[src/rtl/key_search_ctrl.sv]
// Sequential key search over an external synchronous-read table: first-match early stop by default,
// or a full scan with a match counter when KEY_SEARCH_COUNT_EN is defined.
module key_search_ctrl #(
  parameter int ADDR_W = 4
) (
  input  logic              clk,
  input  logic              rst,
  input  logic              start,
  input  logic [7:0]        key,
  input  logic [ADDR_W:0]   len,
  output logic [ADDR_W-1:0] mem_addr,
  output logic              mem_rd,
  input  logic [7:0]        mem_data,
  output logic              busy,
  output logic              done,
  output logic              found,
  output logic [ADDR_W-1:0] match_idx,
`ifdef KEY_SEARCH_COUNT_EN
  output logic [ADDR_W:0]   match_cnt,
`endif
  output logic [1:0]        dbg_state
);

  typedef enum logic [1:0] {IDLE, SCAN, DRAIN, FIN} state_t;

  localparam logic [ADDR_W:0] DEPTH = {1'b1, {ADDR_W{1'b0}}};

  state_t            state, state_nx;
  logic [7:0]        key_q;
  logic [ADDR_W:0]   last_q;
  logic [ADDR_W-1:0] addr_q;
  logic [ADDR_W-1:0] cmp_addr_q;
  logic              rd_q;
  logic              found_q;
  logic [ADDR_W-1:0] idx_q;
  logic [ADDR_W:0]   len_sat;
  logic              hit;
  logic              early_stop;
  logic              accept;

  assign len_sat = (len > DEPTH) ? DEPTH : len;
  assign accept  = (state == IDLE) && start;

  // rd_q marks the cycle in which mem_data belongs to the address held in cmp_addr_q.
  assign hit = rd_q && (mem_data == key_q);

`ifdef KEY_SEARCH_COUNT_EN
  logic [ADDR_W:0] cnt_q;
  assign early_stop = 1'b0;
  assign match_cnt  = cnt_q;
`else
  assign early_stop = hit;
`endif

  always_comb begin
    state_nx = state;
    mem_rd   = 1'b0;
    mem_addr = '0;
    busy     = (state != IDLE);
    done     = (state == FIN);
    case (state)
      IDLE: begin
        if (start) state_nx = (len == '0) ? FIN : SCAN;
      end
      SCAN: begin
        mem_addr = addr_q;
        // A match seen this cycle suppresses the read that would otherwise follow it.
        if (early_stop) begin
          state_nx = FIN;
        end else begin
          mem_rd = 1'b1;
          if ({1'b0, addr_q} == last_q) state_nx = DRAIN;
        end
      end
      DRAIN:   state_nx = FIN;
      FIN:     state_nx = IDLE;
      default: state_nx = IDLE;
    endcase
  end

  always_ff @(posedge clk or posedge rst) begin
    if (rst) begin
      state      <= IDLE;
      key_q      <= '0;
      last_q     <= '0;
      addr_q     <= '0;
      cmp_addr_q <= '0;
      rd_q       <= 1'b0;
      found_q    <= 1'b0;
      idx_q      <= '0;
`ifdef KEY_SEARCH_COUNT_EN
      cnt_q      <= '0;
`endif
    end else begin
      state      <= state_nx;
      rd_q       <= mem_rd;
      cmp_addr_q <= mem_addr;
      if (accept) begin
        key_q   <= key;
        last_q  <= len_sat - (ADDR_W+1)'(1);
        addr_q  <= '0;
        found_q <= 1'b0;
        idx_q   <= '0;
`ifdef KEY_SEARCH_COUNT_EN
        cnt_q   <= '0;
`endif
      end else begin
        if (mem_rd) addr_q <= addr_q + ADDR_W'(1);
        if (hit) begin
          if (!found_q) begin
            found_q <= 1'b1;
            idx_q   <= cmp_addr_q;
          end
`ifdef KEY_SEARCH_COUNT_EN
          cnt_q <= cnt_q + (ADDR_W+1)'(1);
`endif
        end
      end
    end
  end

  assign found     = found_q;
  assign match_idx = idx_q;
  assign dbg_state = state;

endmodule

[config.mk]
export PLATFORM = sky130hd
export DESIGN_NAME = key_search_ctrl
export DESIGN_NICKNAME = d
export VERILOG_FILES = /design/src/rtl/key_search_ctrl.sv
export SDC_FILE = /design/constraint.sdc
export NUM_CORES = 1
export LEC_CHECK = 0
export ABC_AREA = 1
export BUFFER_PORTS_ARGS = -buffer_cell sky130_fd_sc_hd__buf_2
export CORE_ASPECT_RATIO = 1.2
export CORE_UTILIZATION = 53
export CTS_CLUSTER_SIZE = 25
export DETAILED_ROUTE_END_ITERATION = 8
export GPL_ROUTABILITY_DRIVEN = 0
export PLACE_DENSITY_LB_ADDON = 0.05
export SLEW_MARGIN = 20
export SYNTH_ARGS = -nofsm -noshare
export SYNTH_HDL_FRONTEND = slang
export SYNTH_SLANG_ARGS = --single-unit
[constraint.sdc]
create_clock -name clk -period 1.89 [get_ports clk]
set_input_delay 0.378 -clock clk [delete_from_list [all_inputs] [get_ports clk]]
set_output_delay 0.378 -clock clk [all_outputs]
set_load 0.03 [all_outputs]
==> flow_metrics.py <==
metrics = {
    "sta": {
        "timing.hold.ws_ns": 0.0833,
        "min_period_ns": 1.82,
        "fin_setup_tns_ns": 0,
        "setup-violations-final": 0,
        "worstMarginPinSlew_ns": 0.388,
        "timing.final.crit_share": 0.962,
        "final-hold-violation-count": 0,
        "fmax_mhz": 550,
        "final_max_slew_viol_count": 0,
        "finClkSkew_ns": 0.0118,
        "rsz0062_at_grt": "yes",
        "slew_headroom": 0.741,
    },
    "synth": {
        "synth_cell_types": 26,
        "syn_avg_cell_area_sq_um": 7.93,
        "synth_edf_count": 0,
        "syn-instance-count": 201,
        "seq_area_frac_synth": 0.455,
        "ys_top_cells_by_count": "nand2_1 (63), inv_1 (35), dfrtp_1 (29)",
        "yosysTopAreaCellShare": 0.455,
        "yosys.area.top_type": "dfrtp_1",
        "ys_ff_latch": 29,
        "synth_warnings": 0,
        "synth_ff_type": "dfrtp_1",
        "synthArstFlopShare": 1.00,
        "syn-cell-area_sq_um": 1590,
        "ys_top_cells_by_area": "dfrtp_1 (46%), nand2_1 (15%), inv_1 (8.2%), ha_1 (4.7%), o21ai_0 (4.1%)",
        "syn_nets": 231,
        "yosysMostFrequentCell": "nand2_1",
    },
    "floorplan": {
        "initial_core_util": 0.562,
        "core_sq_um": 2840,
        "dieHeight_microns": 62.1,
        "io_pins": 38,
        "dieWidth_microns": 52.1,
        "dieArea_sq_um": 3230,
        "rows": 21,
    },
    "place": {
        "io_buffers": 37,
        "hpwl_microns": 2330,
    },
    "worst_setup_path": {
        "cp.arrival_ns": 1.44,
        "reg2reg_to": "match_idx[1]",
        "worstRegToRegCells": 7,
        "path_max_fanout": 3,
        "endpoint_kind": "output port",
        "cp-start-kind": "register",
        "reg2reg_slack_ns": 0.22,
        "crit_type": "register to output port",
        "r2r-start": "dbg_state[0]",
        "worstPathRequired_ns": 1.51,
    },
    "clocking": {
        "clock_path_buffers": 2,
        "cts_tree": "built",
        "clkTransAtPathRegs_ns": 0.10,
        "cts_buffers": 5,
        "htreeDepth": 2,
        "cts-root-buf": "clkbuf_4",
        "clk_latency_ns": 0.34,
        "ctsHoldBuffers": 0,
        "cts_sinks": 29,
    },
    "global_route": {
        "grt_use_total": 0.223,
        "grt-ovfl-total": 0,
        "first_global_vias": 1243,
        "antenna_found_initial": 0,
        "grt_max_degree": 30,
        "grt_pass1_wl_microns": 4970,
    },
    "power": {
        "peakVddDrop_mv": 0.990,
        "cellPowerDensity_nw_per_um2": 1390,
        "power_leakage_uw": 0.00113,
    },
    "detailed_routing": {
        "drt_pre_antenna_iters": 4,
        "avgRoutedWirePerCell_microns": 11.3,
        "drt-initial-drc-count": 29,
        "ant_nets": 0,
        "drc": 0,
        "viasPerCell": 4.86,
        "vias": 1375,
        "wirelength_microns": 3200,
    },
    "finish": {
        "n_antenna_cell": 0,
        "syn2layout_area_growth_pct": 23.3,
        "drive_gt1_frac": 0.313,
        "fin_nets": 278,
        "final_util": 0.693,
    },
    "hold_path": {
        "hold_class": "input pin to asynchronous set/reset pin",
    },
    "outcome": {
        "outcome": "finished, final reports clean",
    },
    "job": {
        "maxCapViolCount": 0,
    },
}
worst max-delay path, cell delays in order (launching register included):
cell and delay, ns:
dfrtp_1 0.39, inv_1 0.06, nand2_1 0.06, nand2_1 0.04
inv_1 0.05, nand3_2 0.07, nor2_4 0.12, nand2_4 0.07
nand2_4 0.07, inv_4 0.04, buf_6 0.13
cells in the final DEF (no fill, tap or decap), types with 5 or more instances in the layout:
| cell | instances |
|---|---|
| nor2_1 | 7 |
| nand2_1 | 63 |
| ha_1 | 5 |
| buf_2 | 35 |
| o21ai_0 | 13 |
| clkbuf_4 | 6 |
| buf_4 | 6 |
| dfrtp_1 | 28 |
| inv_1 | 33 |
| nand3_1 | 10 |
final cells by class:
class,instances,area (sq um)
clock inverter,1,5.00
tap,34,42.5
clock buffer,7,65.1
inverter,39,153
multi-input combinational,130,734
sequential,29,727
fill,243,872
timing repair buffer,43,239
metrics by stage:
stage                     area [sq um]  power, uW  worst slack [ns]  instances
after floorplan                   1590       1900             0.197        201
after global placement            1820       2150             0.182        271
after detailed placement          1820       2200             0.143        271
after CTS                         1930       2700           0.00462        282
after global routing              1970       2950           -0.0564        283
final                             1970       2730            0.0710        283
routing by layer:
| metal | vias to the layer above | global-route usage | share of wire |
|---|---|---|---|
| met5 | - | 0 | 0 |
| met2 | 33 | 0.399 | 0.52 |
| met3 | 5 | 0.0754 | 0.046 |
| met1 | 632 | 0.228 | 0.41 |
| met4 | 0 | 0.127 | 0.020 |
| li1 | 705 | - | - |
registers in the layout, indices dropped and copies added, names as in the netlist:
register and cells:
key_q 8, last_q 5, addr_q 4, cmp_addr_q 4, match_idx 4, dbg_state 2, found 1, rd_q 1
worst max-delay path by stage:
stage                         endpoint  slack [ns]    startpoint
after floorplan           dbg_state[0]        0.20  dbg_state[0]
after global placement    match_idx[1]        0.18  dbg_state[0]
after detailed placement  match_idx[1]        0.14  dbg_state[0]
after CTS                       mem_rd       0.005      key_q[6]
after global routing            mem_rd       -0.06      key_q[7]
final                           mem_rd        0.07      key_q[7]
what timing repair did:
| action | 4_1_cts | 5_1_grt |
|---|---|---|
| endpoints found under the hold margin | 0 | 0 |
| gates resized for setup | 4 | 8 |
| setup buffers | 3 | 1 |
| pin swaps | 2 | 4 |
| endpoints found under the setup margin | 5 | 13 |
kinds of logic after synthesis:
family	count (synthesis)	synth area share
AO/OA/AOI/OAI	21	0.0785
AND/OR/NAND/NOR	98	0.291
adder cells (fa/ha/maj)	6	0.0471
XOR/XNOR	5	0.0275
buffers and inverters	42	0.100
flip-flops	29	0.455
power breakdown:
part           total [uW]  internal (uW)  switching (uW)
Sequential           1010            837             175
Clock                 445            215             230
Combinational        1280            484             792
No activity file was read; power rests on OpenSTA's default activity.
